$ cat config.mk
export PLATFORM = sky130hd
export DESIGN_NAME = clk_div_multi_flat
export DESIGN_NICKNAME = d
export VERILOG_FILES = /design/src/rtl/clk_div_multi_pkg.sv /design/src/rtl/clk_div_multi_if.sv /design/src/rtl/clk_div_multi_ch.sv /design/src/rtl/clk_div_multi.sv /design/src/flat_wrapper.sv
export SDC_FILE = /design/constraint.sdc
export NUM_CORES = 1
export LEC_CHECK = 0
export CAP_MARGIN = 30
export CORE_ASPECT_RATIO = 1.75
export CORE_MARGIN = 2
export CORE_UTILIZATION = 30
export CTS_BUF_LIST = sky130_fd_sc_hd__clkbuf_16
export DETAILED_ROUTE_END_ITERATION = 6
export GPL_TIMING_DRIVEN = 1
export HOLD_SLACK_MARGIN = 0.05
export PLACE_DENSITY = 0.47
export SETUP_SLACK_MARGIN = 0.02
export SYNTH_ARGS = -nofsm -noshare
export SYNTH_HDL_FRONTEND = slang
export SYNTH_SLANG_ARGS = --single-unit
$ cat constraint.sdc
create_clock -name clk_50mhz -period 4.47 [get_ports clk_50mhz]
set_clock_uncertainty 0.1 [all_clocks]
set_input_delay 0.894 -clock clk_50mhz [delete_from_list [all_inputs] [get_ports clk_50mhz]]
set_output_delay 0.894 -clock clk_50mhz [all_outputs]
set_load 0.03 [all_outputs]
$ cat src/rtl/clk_div_multi_pkg.sv
// Shared constants and helpers for the multi-channel clock/tick divider.
// Derives half-period counts for the 50 MHz board clock.
package clk_div_pkg;

    localparam int unsigned SYS_HALF_HZ      = 25_000_000;
    localparam int          CNT_W_DEF        = 26;
    localparam int unsigned DEFAULT_HALF_DEF = 24_999_999;

    // Output level of a channel; the low phase precedes the high phase.
    typedef enum logic {
        PH_LOW  = 1'b0,
        PH_HIGH = 1'b1
    } phase_e;

    // Half-period count H giving an output frequency of f Hz at 50 MHz.
    function automatic int unsigned half_for_hz(input int unsigned f);
        return SYS_HALF_HZ / f - 1;
    endfunction

    // Width of a channel index, never less than one bit.
    function automatic int ch_idx_w(input int n);
        return (n > 1) ? $clog2(n) : 1;
    endfunction

endpackage

$ cat src/rtl/clk_div_multi_if.sv
// Control/status bundle of clk_div_multi: sync, enables, config write, outputs.
// cfg_low exists only when CLKDIV_DUTY_EN is defined.
interface clk_div_multi_if
    import clk_div_pkg::*;
#(
    parameter int NUM_CH = 4,
    parameter int CNT_W  = CNT_W_DEF
);
    localparam int CH_W = ch_idx_w(NUM_CH);

    logic              sync;
    logic [NUM_CH-1:0] ch_en;
    logic              cfg_we;
    logic [CH_W-1:0]   cfg_ch;
    logic [CNT_W-1:0]  cfg_half;
`ifdef CLKDIV_DUTY_EN
    logic [CNT_W-1:0]  cfg_low;
`endif
    logic [NUM_CH-1:0] clk_out;
    logic [NUM_CH-1:0] tick;

    modport master (
        output sync, ch_en, cfg_we, cfg_ch, cfg_half,
`ifdef CLKDIV_DUTY_EN
        output cfg_low,
`endif
        input  clk_out, tick
    );

    modport slave (
        input  sync, ch_en, cfg_we, cfg_ch, cfg_half,
`ifdef CLKDIV_DUTY_EN
        input  cfg_low,
`endif
        output clk_out, tick
    );

endinterface

$ cat src/rtl/clk_div_multi_ch.sv
// One divider channel: down-counter, pending period update applied at period end, registered outputs.
// CLKDIV_DUTY_EN adds an independent low-phase count.
module clk_div_ch
    import clk_div_pkg::*;
#(
    parameter int          CNT_W        = CNT_W_DEF,
    parameter int unsigned DEFAULT_HALF = DEFAULT_HALF_DEF
) (
    input  logic             clk_50mhz,
    input  logic             reset_n,
    input  logic             sync,
    input  logic             en,
    input  logic             we,
    input  logic [CNT_W-1:0] wr_half,
`ifdef CLKDIV_DUTY_EN
    input  logic [CNT_W-1:0] wr_low,
`endif
    output logic             clk_out,
    output logic             tick
);
    localparam logic [CNT_W-1:0] RST_HALF = CNT_W'(DEFAULT_HALF);

    logic [CNT_W-1:0] cnt;
    logic [CNT_W-1:0] half_q;
    logic [CNT_W-1:0] half_p;
    logic             pend;
    phase_e           phase;
`ifdef CLKDIV_DUTY_EN
    logic [CNT_W-1:0] low_q;
    logic [CNT_W-1:0] low_p;
`endif

    logic [CNT_W-1:0] eff_half;
    logic [CNT_W-1:0] eff_low;
    logic             terminal;
    logic             apply;

    // Values that become active on an applying edge; reloads on that edge already use them.
    always_comb begin
        eff_half = pend ? half_p : half_q;
`ifdef CLKDIV_DUTY_EN
        eff_low  = pend ? low_p : low_q;
`else
        eff_low  = eff_half;
`endif
        terminal = (cnt == '0);
        apply    = sync || !en || (terminal && phase == PH_HIGH);
    end

    // NOTE: every register is reset, including the period registers, so a
    // channel restarts at the default rate without needing a config write.
    always_ff @(posedge clk_50mhz or negedge reset_n) begin
        if (!reset_n) begin
            cnt    <= RST_HALF;
            half_q <= RST_HALF;
            half_p <= RST_HALF;
            pend   <= 1'b0;
            phase  <= PH_LOW;
            tick   <= 1'b0;
`ifdef CLKDIV_DUTY_EN
            low_q  <= RST_HALF;
            low_p  <= RST_HALF;
`endif
        end else begin
            if (apply && pend) begin
                half_q <= half_p;
`ifdef CLKDIV_DUTY_EN
                low_q  <= low_p;
`endif
                pend   <= 1'b0;
            end
            // NOTE: non-blocking assignments, last one wins: a write coinciding
            // with an apply keeps its new value pending for the next period end.
            if (we) begin
                half_p <= wr_half;
`ifdef CLKDIV_DUTY_EN
                low_p  <= wr_low;
`endif
                pend   <= 1'b1;
            end

            if (sync || !en) begin
                cnt   <= eff_half;
                phase <= PH_LOW;
                tick  <= 1'b0;
            end else if (terminal) begin
                if (phase == PH_HIGH) begin
                    phase <= PH_LOW;
                    cnt   <= eff_low;
                    tick  <= 1'b0;
                end else begin
                    phase <= PH_HIGH;
                    cnt   <= half_q;
                    tick  <= 1'b1;
                end
            end else begin
                cnt  <= cnt - 1'b1;
                tick <= 1'b0;
            end
        end
    end

    assign clk_out = phase;

endmodule

$ cat src/rtl/clk_div_multi.sv
// NUM_CH programmable clock/tick dividers off clk_50mhz; use tick as a clock enable downstream.
// Define CLKDIV_DUTY_EN for a separately programmable low phase.
module clk_div_multi
    import clk_div_pkg::*;
#(
    parameter int          NUM_CH       = 4,
    parameter int          CNT_W        = CNT_W_DEF,
    parameter int unsigned DEFAULT_HALF = DEFAULT_HALF_DEF
) (
    input  logic            clk_50mhz,
    input  logic            reset_n,
    clk_div_multi_if.slave  bus
);
    logic [NUM_CH-1:0] clk_out_v;
    logic [NUM_CH-1:0] tick_v;

    for (genvar i = 0; i < NUM_CH; i++) begin : g_ch
        // Out-of-range channel indices match no instance and are dropped.
        logic wr_en;
        assign wr_en = bus.cfg_we && (int'(bus.cfg_ch) == i);

        clk_div_ch #(
            .CNT_W        (CNT_W),
            .DEFAULT_HALF (DEFAULT_HALF)
        ) u_ch (
            .clk_50mhz (clk_50mhz),
            .reset_n   (reset_n),
            .sync      (bus.sync),
            .en        (bus.ch_en[i]),
            .we        (wr_en),
            .wr_half   (bus.cfg_half),
`ifdef CLKDIV_DUTY_EN
            .wr_low    (bus.cfg_low),
`endif
            .clk_out   (clk_out_v[i]),
            .tick      (tick_v[i])
        );
    end

    assign bus.clk_out = clk_out_v;
    assign bus.tick    = tick_v;

endmodule

$ cat src/flat_wrapper.sv
// flat-port wrapper written by rule: the top's interface ports become plain ports
module clk_div_multi_flat import clk_div_pkg::*;
#(
    parameter int          NUM_CH       = 4,
    parameter int          CNT_W        = CNT_W_DEF,
    parameter int unsigned DEFAULT_HALF = DEFAULT_HALF_DEF
)
  (clk_50mhz, reset_n, bus_sync, bus_ch_en, bus_cfg_we, bus_cfg_ch, bus_cfg_half, bus_clk_out, bus_tick);
  clk_div_multi_if #(.NUM_CH(NUM_CH), .CNT_W(CNT_W)) bus_i ();
  input  logic clk_50mhz;
  input  logic reset_n;
  input wire logic [$bits(bus_i.sync)-1:0] bus_sync;
  input wire logic [$bits(bus_i.ch_en)-1:0] bus_ch_en;
  input wire logic [$bits(bus_i.cfg_we)-1:0] bus_cfg_we;
  input wire logic [$bits(bus_i.cfg_ch)-1:0] bus_cfg_ch;
  input wire logic [$bits(bus_i.cfg_half)-1:0] bus_cfg_half;
  output wire logic [$bits(bus_i.clk_out)-1:0] bus_clk_out;
  output wire logic [$bits(bus_i.tick)-1:0] bus_tick;
  assign bus_i.sync = bus_sync;
  assign bus_i.ch_en = bus_ch_en;
  assign bus_i.cfg_we = bus_cfg_we;
  assign bus_i.cfg_ch = bus_cfg_ch;
  assign bus_i.cfg_half = bus_cfg_half;
  assign bus_clk_out = bus_i.clk_out;
  assign bus_tick = bus_i.tick;
  clk_div_multi #(.NUM_CH(NUM_CH), .CNT_W(CNT_W), .DEFAULT_HALF(DEFAULT_HALF)) u_core (.clk_50mhz(clk_50mhz), .reset_n(reset_n), .bus(bus_i));
endmodule
==> results.md, run 1 <==
- Final worst-path cycle share: 0.692
- Site row count: 111
- Setup repair after global routing missed its margin: false
- First-pass GRT wire length: 65,700 um
- Routed via count: 10.7k
- Kind of end point of the critical path: output port
- Setup repair bufs after CTS: 0
- Port-buffer cells: 43
- Required time at the worst-slack endpoint: 3.48 ns
- Grt total ovfl: 0
- # Max-Cap Violations: 0
- Class of the worst hold path: primary input to async pin
- Worst Reg-to-Reg Cells: 6
- Root buf cell: sky130_fd_sc_hd__clkbuf_16
- Wire length per cell after detailed routing: 20.1 um
- Combined area of the multi-input logic cells: 6910 um^2
- Worst hold slack after final layout: 0.178 ns
- Final net count: 1,441
- Number of levels the H-tree was split into: 1
- Total global-route track usage: 0.156
- Area share of the largest cell type after synthesis: 0.338
- Cell Pwr Density: 526 nW/um^2
- Top Ports: 44
- CP peak stage delay: 0.81 ns
- Buffers from clock root to sink, at most: 3
- Largest cells by area after synthesis: sky130_fd_sc_hd__dfstp_2, sky130_fd_sc_hd__dfrtp_1, sky130_fd_sc_hd__mux2_2
- Total power: 9.50 mW
- Fin area: 18,000 um^2
- Flip-flop and latch area: 8360 um^2
- Pin count of the biggest net entering global routing: 102
- Clock sink count: 324
- Average cell area after synthesis: 11.6 um^2
- Kind of critical path: flop to output port
- Final HPWL from detailed placement: 29,000 um
- Cts-stage hold buffer count: 0
- Routability cong.: 0.811
- Number of DRC markers in iteration 0: 459
- Number of DRC violations after detailed routing: 0
- Worst Path Max Fanout: 14
- Setup slack of the most critical reg-to-reg path: 1.51 ns
- Tmin final: 3.09 ns
- Per-cell via count in the routed design: 5.09
- Kind of launch point of the worst setup path: flop
- Remaining number of nets flagged by the antenna check after routing: 0
- Clock-pin slew on the worst setup and hold paths: 0.06 ns
- Status: complete, no violations
- Hold Violations, Final: 0
- Area of the die: 54,700 um^2
- Cell at the slowest stage of the critical path: sky130_fd_sc_hd__clkdlybuf4s50_1
- Horizontal extent of the die: 178 um
- Nets in the synthesized netlist: 1,411
- Unique cell type count in the Yosys netlist: 78
- Synthesis-to-layout area growth: 13.9%
- Cells along the critical path: clkdlybuf4s50_1
- Number of filler cells placed in the layout: 5,356
- Chip height: 308 um
- Worst path depth: 1
- Initial antenna violation count: 0
- Total of warnings raised by yosys: 0
- Finished Core Util: 0.346
- Max rail drop VDD: 288 uV
- Critical R2R Capture: u_core.g_ch[3].u_ch.half_q[25]$_DFFE_PN0P_
- Achievable Freq: 0.323 GHz
- Vias in the first global route: 11.2k
- Cell type contributing the most total cell area after synthesis: sky130_fd_sc_hd__dfstp_2
- CTS Buf Count: 31
- Most common flop cell mapped by yosys: sky130_fd_sc_hd__dfstp_2
- Fraction of registers with async set/reset: 1.00
- Worst max-slew margin expressed relative to the limit: 0.418
- Finish-stage setup viols: 0
- Post-synth design cell area: 15,800 um^2
- Family with the most delay on the worst path: buffers and inverters
- Post-CTS sizing: 0
- Share of final-layout standard cells stronger than drive strength 1: 0.342
- Clock latency reported for the late side of the worst-skew pair: 0.58 ns
- Cell with the most instances after synthesis: sky130_fd_sc_hd__dfstp_2
- Transition time at the pin with the least slew margin: 0.866 ns
- Worst reg2reg startpoint: u_core.g_ch[3].u_ch.cnt[6]$_DFF_PN0_
- Detailed-route wire length: 42,200 um
- Starting density of the core: 0.303
- Number of detailed-route iterations in the first pass: 5
- Placeable core region: 52,200 um^2
- Post-Syn Instances: 1,371
- Buffering stage count on the worst path with inverters included: 1
- Arrival time reported for the critical path endpoint: 2.10 ns
- TritonCTS clock tree: built
- Most frequent cells after synthesis: sky130_fd_sc_hd__dfstp_2, sky130_fd_sc_hd__mux2_2, sky130_fd_sc_hd__nand2_1
- Number of max-slew violations in the final report: 0
- Total Neg Setup Slack: 0 ns
- Share of synthesized area occupied by flip-flops and latches: 0.528
- P_leak: 6.88 nW
- Standard cell area after detailed placement: 17,000 um^2
- Number of enable flip-flop cells after synthesis: 0
- Total of flip-flops plus latches after synthesis: 324
## flip-flops by register name (all words and copies together) (netlist names)
signal and flops:
u_core.g_ch.u_ch.half_q 104, u_core.g_ch.u_ch.half_p 104, u_core.g_ch.u_ch.tick 4, u_core.g_ch.u_ch.pend 4, u_core.g_ch.u_ch.clk_out 4, u_core.g_ch.u_ch.cnt 104
## worst max path at each step
stage,start,endpoint,slack [ns]
finish,u_core.g_ch[1].u_ch.clk_out$_DFFE_PN0P_,bus_clk_out[1],1.38
CTS,u_core.g_ch[1].u_ch.clk_out$_DFFE_PN0P_,bus_clk_out[1],1.33
global placement,bus_sync,u_core.g_ch[0].u_ch.cnt[17]$_DFF_PN0_,0.91
detailed placement,bus_sync,u_core.g_ch[0].u_ch.cnt[25]$_DFF_PN0_,0.85
floorplan,bus_ch_en[2],u_core.g_ch[2].u_ch.cnt[22]$_DFF_PN1_,2.04
global route,u_core.g_ch[1].u_ch.clk_out$_DFFE_PN0P_,bus_clk_out[1],1.27
## layer usage
metal	track usage	vias up	wire [um]
li1	-	5011	-
met4	0.0612	0	1450
met5	0	-	0
met3	0.0179	58	1210
met2	0.287	175	22700
met1	0.182	5465	16800
## where the power goes
group,switching [mW],internal (mW)
clock network,1.18,1.55
logic,0.914,1.01
registers,0.720,4.13
total,2.82,6.68
## final cells by class
class                   count  share of cell area
flip-flops and latches    324               0.463
multi-input cells         918               0.383
well taps                 678              0.0470
clock buffers              31              0.0430
repair buffers             75              0.0388
clock inverters            27              0.0141
inverters                  51              0.0106
diodes                      1            0.000139
## stage by stage
step,setup WS [ns],cells
global placement,0.907,2046
detailed placement,0.854,2046
global route,1.27,2104
floorplan,2.04,1371
finish,1.38,2105
CTS,1.33,2104
## worst reg2reg max path, stage by stage (launching register included)
cell and delay [ns]:
sky130_fd_sc_hd__dfrtp_1 0.44, sky130_fd_sc_hd__nor3_1 0.37, sky130_fd_sc_hd__nand4_2 0.40, sky130_fd_sc_hd__nor3_4 0.66, sky130_fd_sc_hd__a31o_1 0.25, sky130_fd_sc_hd__buf_4 0.26, sky130_fd_sc_hd__mux2_2 0.36
## logic make-up after synthesis
kind of cell	synth area share
AOI/OAI and AO/OA	0.0912
xor gates and xnor gates	0.0442
adders and majority gates	0.00316
buffers and inverters	0.0369
DFF	0.528
muxes	0.157
and+or+nand+nor	0.140
## cells in the final DEF, fill, tap and decap left out, types with 13 or more instances in the layout
master and count:
sky130_fd_sc_hd__dfrtp_1 120, sky130_fd_sc_hd__nor2_1 72, sky130_fd_sc_hd__mux2i_1 34, sky130_fd_sc_hd__nand2_1 121
sky130_fd_sc_hd__a21oi_1 20, sky130_fd_sc_hd__mux2_2 164, sky130_fd_sc_hd__clkdlybuf4s50_1 42, sky130_fd_sc_hd__nand3_1 47
sky130_fd_sc_hd__o221ai_1 24, sky130_fd_sc_hd__mux2_1 26, sky130_fd_sc_hd__buf_4 30, sky130_fd_sc_hd__inv_1 58
sky130_fd_sc_hd__nor4_1 27, sky130_fd_sc_hd__clkbuf_16 31, sky130_fd_sc_hd__xnor2_1 52, sky130_fd_sc_hd__o21ai_0 44
sky130_fd_sc_hd__dfstp_2 204, sky130_fd_sc_hd__nor3_1 42, sky130_fd_sc_hd__or3_1 19, sky130_fd_sc_hd__or4_1 13
sky130_fd_sc_hd__xor2_1 28
(Power assumes the default switching activity.)
==> inputs of run 2 (changes only) <==
--- a/config.mk
+++ b/config.mk
@@ -13,7 +13,7 @@
 export DETAILED_ROUTE_END_ITERATION = 6
 export GPL_TIMING_DRIVEN = 1
 export HOLD_SLACK_MARGIN = 0.05
-export PLACE_DENSITY = 0.47
+export PLACE_DENSITY = 0.48
 export SETUP_SLACK_MARGIN = 0.02
 export SYNTH_ARGS = -nofsm -noshare
 export SYNTH_HDL_FRONTEND = slang
==> constraint.sdc (replaced) <==
create_clock -name clk_50mhz -period 2.5 [get_ports clk_50mhz]
set_clock_uncertainty 0.1 [all_clocks]
set_input_delay 0.5 -clock clk_50mhz [delete_from_list [all_inputs] [get_ports clk_50mhz]]
set_output_delay 0.5 -clock clk_50mhz [all_outputs]
set_load 0.03 [all_outputs]
==> results.md, run 2 (same netlist as run 1, synthesis figures left out) <==
- Status: complete, no violations
- Number of filler cells placed in the layout: 5,291 (-1.2%)
- Number of DRC violations after detailed routing: 0 (unchanged)
- Cell-internal power: 11.9 mW (+79%)
- Horizontal extent of the die: 178 um (unchanged)
- Root buf cell: sky130_fd_sc_hd__clkbuf_16
- Cell Pwr Density: 911 nW/um^2 (+73%)
- Most frequent cells in the layout: sky130_fd_sc_hd__dfstp_2, sky130_fd_sc_hd__mux2_2, sky130_fd_sc_hd__nand2_1
- Filler-free cell count of the finished design: 2,177 (+3.4%)
- Startpoint of the most critical setup path: u_core.g_ch[3].u_ch.clk_out$_DFFE_PN0P_
- Hold Violations, Final: 0 (unchanged)
- Tmin final: 2.40 ns
- Clock Power Share: 0.275 (-0.012)
- Cells along the critical path: clkdlybuf4s50_1
- Pin count of the biggest net entering global routing: 76 (-25%)
- Area of the die: 54,700 um^2 (unchanged)
- Switching power summed over all nets: 5.16 mW (+83%)
- Class of the worst hold path: primary input to async pin
- Total global-route track usage: 0.164 (+0.00751)
- Detailed-route wire length: 43,700 um (+3.6%)
- Kind of end point of the critical path: output port
- Family with the most delay on the worst path: buffers and inverters
- Worst Path Max Fanout: 9 (-5)
- Setup repair after global routing missed its margin: true
- Worst reg2reg startpoint: u_core.g_ch[0].u_ch.cnt[20]$_DFF_PN1_
- Kind of launch point of the worst setup path: flop
- Cell at the slowest stage of the critical path: sky130_fd_sc_hd__clkdlybuf4s50_1
- Post-place setup slack: -0.000173 ns (-0.854 ns)
- Number of levels the H-tree was split into: 1 (unchanged)
- Combined area of the multi-input logic cells: 6940 um^2 (+0.40%)
- Site row count: 111 (unchanged)
- Buffering stage count on the worst path with inverters included: 1 (unchanged)
- Routability cong.: 0.845 (+4.1%)
- Final HPWL from detailed placement: 31,200 um (+7.7%)
- Clock latency reported for the late side of the worst-skew pair: 0.59 ns (about the same)
- Buffers from clock root to sink, at most: 3 (unchanged)
- Arrival time reported for the critical path endpoint: 1.80 ns (-0.30 ns)
- Remaining number of nets flagged by the antenna check after routing: 0 (unchanged)
- CP peak stage delay: 0.72 ns (-0.09 ns)
- # Max-Cap Violations: 0 (unchanged)
- Top Ports: 44 (unchanged)
- CTS Buf Count: 30 (-3.2%)
- Synthesis-to-layout area growth: 18.6%
- Flip-flop and latch area: 8360 um^2 (about the same)
- Antenna diode count: 0 (-1)
- Initial antenna violation count: 1 (+1)
- Required time at the worst-slack endpoint: 1.90 ns (-1.58 ns)
- Finish-stage setup viols: 0 (unchanged)
- Number of max-slew violations in the final report: 0 (unchanged)
- Clock sink count: 324 (unchanged)
- Grt total ovfl: 0 (unchanged)
- Total power: 17.1 mW (+80%)
- Number of DRC markers in iteration 0: 503 (+9.6%)
- Final worst-path cycle share: 0.960
- Achievable Freq: 0.417 GHz
- Proportion of power drawn by combinational gates: 0.218 (+0.016)
- P_leak: 7.26 nW (+5.6%)
- Fraction of power consumed by sequential logic: 0.507 (-0.003)
- Chip height: 308 um (unchanged)
- Max rail drop VDD: 591 uV (+110%)
- First-pass GRT wire length: 68,600 um (+4.4%)
- Sw Share: 0.302 (+0.00520)
- Number of detailed-route iterations in the first pass: 5 (unchanged)
- Leading registers by flop count: u_core.g_ch.u_ch.cnt x104, u_core.g_ch.u_ch.half_p x104, u_core.g_ch.u_ch.half_q x104
- Worst max-slew margin expressed relative to the limit: 0.606 (+0.188)
- Port-buffer cells: 43 (unchanged)
- Clock-pin slew on the worst setup and hold paths: 0.08 ns (+0.02 ns)
- TritonCTS clock tree: built
- Starting density of the core: 0.303 (unchanged)
- Smallest setup slack after layout: 0.100 ns (-1.28 ns)
- Vias in the first global route: 11.7k (+4.3%)
- Share of final-layout standard cells stronger than drive strength 1: 0.378 (+0.0367)
- Kind of critical path: flop to output port
- Wire length per cell after detailed routing: 20.1 um (+0.18%)
- Per-cell via count in the routed design: 5.02 (-1.3%)
- Count of placed standard cells including taps: 2,116 (+3.4%)
- Routed via count: 10.9k (+2.1%)
- Transition time at the pin with the least slew margin: 0.590 ns (-0.277 ns)
- Placeable core region: 52,200 um^2 (unchanged)
- Final net count: 1,515 (+5.1%)
- Most frequent standard cell in the layout excluding fill and tap cells: sky130_fd_sc_hd__dfstp_2
run 2: cell types whose count changed in the layout (fill, tap and decap cells not counted), moves of 2 or more:
cell                         delta
sky130_fd_sc_hd__nor4_1         -3
sky130_fd_sc_hd__nor4_2         +3
sky130_fd_sc_hd__clkinv_1       +4
sky130_fd_sc_hd__buf_12        +15
sky130_fd_sc_hd__bufinv_16      -2
sky130_fd_sc_hd__clkinvlp_4     +2
sky130_fd_sc_hd__inv_1          -6
sky130_fd_sc_hd__clkinv_4       +2
sky130_fd_sc_hd__buf_4         +58
run 2: final timing paths:
kind | endpoint | slack [ns] | cells after the start
max | bus_clk_out[3] | 0.10 | 1
min | u_core.g_ch[3].u_ch.half_p[23]$_DFFE_PN0P_ | 0.34 | 2
max reg2reg | u_core.g_ch[0].u_ch.half_q[10]$_DFFE_PN0P_ | 0.12 | 6
min reg2reg | u_core.g_ch[2].u_ch.half_q[3]$_DFFE_PN1P_ | 0.36 | 2
max in group asynchronous | u_core.g_ch[1].u_ch.cnt[0]$_DFF_PN1_ | 1.15 | 3
min in group clk_50mhz | u_core.g_ch[2].u_ch.half_q[3]$_DFFE_PN1P_ | 0.36 | 2
run 2: metal layers:
layer | wire, um | share of wire | track usage
met4 | 1610 | 0.037 | 0.0642
met2 | 23600 | 0.54 | 0.305
met1 | 17400 | 0.40 | 0.188
met3 | 1110 | 0.025 | 0.0180
met5 | 0 | 0 | 0
run 2: repair_timing:
item | 4_1_cts | 5_1_grt
resized for setup | 2 | 6
hold buffers | 1 | 0
setup buffers | 0 | 4
pin swaps | 0 | 2
hold endpoints to repair | 15 | 0
setup endpoints to repair | 2 | 75
run 2: layout make-up:
type / count / area share
multi-input combinational: 918 / 0.369
timing repair buffer: 150 / 0.0776
clock buffer: 31 / 0.0413
tap: 678 / 0.0452
inverter: 51 / 0.0102
clock inverter: 25 / 0.0109
sequential: 324 / 0.445
run 2: power groups by stage:
stage               logic (mW)  registers (mW)  clock network (mW)
floorplan                 2.74            8.32                   0
global placement          3.69            8.71                   0
detailed placement        3.76            8.74                   0
CTS                       3.78            8.67                4.86
global route              4.18            8.90                5.06
finish                    3.73            8.67                4.71
run 2: through the flow:
step / hold slack (ns) / util / setup TNS (ns) / instance area (um^2)
finish: 0.337 / 0.360 / 0 / 18800
global route: 0.361 / 0.360 / 0 / 18800
CTS: 0.333 / 0.358 / 0 / 18700
floorplan: 0.104 / - / 0 / 15800
global placement: 0.343 / 0.339 / -0.000444 / 17700
detailed placement: 0.351 / 0.339 / -0.000173 / 17700
==> inputs of run 3 (changes only) <==
--- a/config.mk
+++ b/config.mk
@@ -6,7 +6,6 @@
 export NUM_CORES = 1
 export LEC_CHECK = 0
 export CAP_MARGIN = 30
-export CORE_ASPECT_RATIO = 1.75
 export CORE_MARGIN = 2
 export CORE_UTILIZATION = 30
 export CTS_BUF_LIST = sky130_fd_sc_hd__clkbuf_16
==> results.md, run 3 (same netlist as run 1, synthesis figures left out) <==
- Status: complete, no violations
- Share of final-layout standard cells stronger than drive strength 1: 0.378 (about the same)
- Number of DRC markers in iteration 0: 610 (+21%)
- Routability cong.: 0.858 (+1.6%)
- Cells along the critical path: or3_1 -> or3_4 -> buf_4 -> nor4_2 -> or4b_1 -> o211ai_1
- Buffering stage count on the worst path with inverters included: 1 (unchanged)
- Most frequent cells in the layout: sky130_fd_sc_hd__dfstp_2, sky130_fd_sc_hd__mux2_2, sky130_fd_sc_hd__nand2_1
- Max rail drop VDD: 411 uV (-30%)
- Setup slack of the most critical reg-to-reg path: 0.11 ns (about the same)
- Count of placed standard cells including taps: 2,134 (+0.85%)
- TritonCTS clock tree: built
- Root buf cell: sky130_fd_sc_hd__clkbuf_16
- Arrival time reported for the critical path endpoint: 2.74 ns (+0.94 ns)
- Remaining number of nets flagged by the antenna check after routing: 0 (unchanged)
- Number of detailed-route iterations in the first pass: 5 (unchanged)
- Chip height: 234 um (-24%)
- Required time at the worst-slack endpoint: 2.85 ns (+0.95 ns)
- Kind of launch point of the worst setup path: flop
- Cell at the slowest stage of the critical path: sky130_fd_sc_hd__or4b_1
- Clock sink count: 324 (unchanged)
- Starting density of the core: 0.303 (-0.000696)
- Number of DRC violations after detailed routing: 0 (unchanged)
- Initial antenna violation count: 2 (+1)
- Setup repair after global routing missed its margin: false
- Tmin final: 2.39 ns (-0.00721 ns)
- CTS Buf Count: 37 (+23%)
- P_leak: 7.43 nW (+2.4%)
- Fin area: 19,000 um^2 (+1.4%)
- Placeable core region: 52,300 um^2 (+0.23%)
- Worst Reg-to-Reg Cells: 6 (unchanged)
- Post-place setup slack: 0.0205 ns (+0.0207 ns)
- Hold Path Depth: 2
- Top Ports: 44 (unchanged)
- Transition time at the pin with the least slew margin: 0.610 ns (+0.0200 ns)
- Clock latency reported for the late side of the worst-skew pair: 0.54 ns (-0.05 ns)
- Clock-pin slew on the worst setup and hold paths: 0.06 ns (-0.02 ns)
- Kind of end point of the critical path: flop
- Hold path endpoint: u_core.g_ch[2].u_ch.half_q[24]$_DFFE_PN1P_
- Final net count: 1,528 (+0.86%)
- Synthesis-to-layout area growth: 20.2%
- Filler-free cell count of the finished design: 2,204 (+1.2%)
- Number of levels the H-tree was split into: 2 (+1)
- Port-buffer cells: 43 (unchanged)
- Standard cell area after detailed placement: 17,800 um^2 (+0.55%)
- Worst max-slew margin expressed relative to the limit: 0.592 (-0.0134)
- Leading registers by flop count: u_core.g_ch.u_ch.cnt x104, u_core.g_ch.u_ch.half_p x104, u_core.g_ch.u_ch.half_q x104
- Grt total ovfl: 0 (unchanged)
- CP peak stage delay: 0.49 ns (-0.23 ns)
- Total Neg Setup Slack: 0 ns (unchanged)
- Final HPWL from detailed placement: 29,000 um (-7.0%)
- Antenna diode count: 0 (unchanged)
- Per-cell via count in the routed design: 4.93 (-1.9%)
- Family with the most delay on the worst path: simple AND/OR/NAND/NOR gates
- Kind of critical path: flop to flop
- Final worst-path cycle share: 0.957 (-0.00288)
- Detailed-route wire length: 42,200 um (-3.5%)
- Wire length per cell after detailed routing: 19.2 um (-4.7%)
- Horizontal extent of the die: 234 um (+32%)
- Worst Path Max Fanout: 4 (-5)
- Routed via count: 10.9k (-0.69%)
- Number of max-slew violations in the final report: 0 (unchanged)
- Cell Pwr Density: 926 nW/um^2 (+1.6%)
- Critical R2R Capture: u_core.g_ch[3].u_ch.cnt[25]$_DFF_PN0_
- Pin count of the biggest net entering global routing: 64 (-16%)
- Finish-stage setup viols: 0 (unchanged)
- Vias in the first global route: 11.1k (-4.4%)
- First-pass GRT wire length: 66,300 um (-3.5%)
- Smallest setup slack after layout: 0.107 ns (+0.00721 ns)
- Area of the die: 54,700 um^2 (-0.13%)
- Most frequent standard cell in the layout excluding fill and tap cells: sky130_fd_sc_hd__dfstp_2
- Worst reg2reg startpoint: u_core.g_ch[3].u_ch.cnt[12]$_DFF_PN1_
- Class of the worst hold path: flop to flop
- Site row count: 84 (-24%)
- Achievable Freq: 0.418 GHz (+0.30%)
- # Max-Cap Violations: 0 (unchanged)
- Total global-route track usage: 0.158 (-0.00543)
- Startpoint of the tightest hold check path: u_core.g_ch[2].u_ch.half_p[24]$_DFFE_PN1P_
- Buffers from clock root to sink, at most: 3 (unchanged)
- Hold Violations, Final: 0 (unchanged)
## run 3: changes by cell type in the layout (fill, tap and decap cells not counted), sizes merged, moves of 3 or more
cell	change
buf	+6
clkbuf	+8
clkinv	-3
clkinvlp	-3
inv	+10
## run 3: timing repair
item | CTS | global route
endpoints found under the setup margin | 3 | 53
pin swaps | 0 | 2
endpoints found under the hold margin | 18 | 0
buffers inserted | 0 | 2
hold buffers | 1 | 0
gates resized for setup | 3 | 6
## run 3: worst max-delay path by stage
stage,startpoint,endpoint,slack (ns),depth (start not counted)
final,u_core.g_ch[3].u_ch.cnt[12]$_DFF_PN1_,u_core.g_ch[3].u_ch.cnt[25]$_DFF_PN0_,0.11,6
after global routing,u_core.g_ch[3].u_ch.cnt[12]$_DFF_PN1_,u_core.g_ch[3].u_ch.cnt[25]$_DFF_PN0_,0.02,6
after global placement,bus_sync,u_core.g_ch[0].u_ch.cnt[17]$_DFF_PN0_,0.01,7
after detailed placement,u_core.g_ch[3].u_ch.cnt[12]$_DFF_PN1_,u_core.g_ch[3].u_ch.cnt[25]$_DFF_PN0_,0.02,6
after CTS,u_core.g_ch[3].u_ch.cnt[6]$_DFF_PN0_,u_core.g_ch[3].u_ch.cnt[25]$_DFF_PN0_,0.04,6
after floorplan,u_core.g_ch[3].u_ch.cnt[12]$_DFF_PN1_,u_core.g_ch[3].u_ch.half_q[10]$_DFFE_PN0P_,0.15,8
## run 3: metal layers
metal  track usage  share of wire  wire (um)  up-vias
met5             0              0          0        -
met4        0.0508          0.026       1080        0
met3        0.0269          0.036       1530       54
met2         0.255           0.46      19600      162
met1         0.216           0.47      20000     5454
li1              -              -          -     5190
## run 3: power breakdown
group	internal (mW)	leakage (nW)	total (mW)	switching (mW)
logic	2.02	3.23	3.76	1.74
clock network	3.01	0.598	5.22	2.20
registers	7.39	3.61	8.64	1.26
total	12.4	7.43	17.6	5.20
## run 3: through the flow
stage / utilization / power [mW] / hold WS (ns)
after global placement: 0.341 / 12.4 / 0.346
final: 0.364 / 17.6 / 0.358
after detailed placement: 0.341 / 12.5 / 0.349
after floorplan: - / 11.1 / 0.104
after global routing: 0.364 / 18.7 / 0.377
after CTS: 0.363 / 17.8 / 0.358
## run 3: worst register-to-register path, cell delays in order (launching register included)
cell and delay (ns):
sky130_fd_sc_hd__dfstp_2 0.37, sky130_fd_sc_hd__or3_1 0.40, sky130_fd_sc_hd__or3_4 0.40, sky130_fd_sc_hd__buf_4 0.17, sky130_fd_sc_hd__nor4_2 0.26, sky130_fd_sc_hd__or4b_1 0.49
sky130_fd_sc_hd__o211ai_1 0.12
## run 3: layout make-up
| cell class | count | area [um^2] |
|---|---|---|
| timing repair buffer | 156 | 1520 |
| tap | 688 | 861 |
| clock buffer | 39 | 976 |
| fill | 5219 | 33300 |
| multi-input combinational | 918 | 6950 |
| inverter | 51 | 191 |
| clock inverter | 28 | 171 |
| sequential | 324 | 8360 |
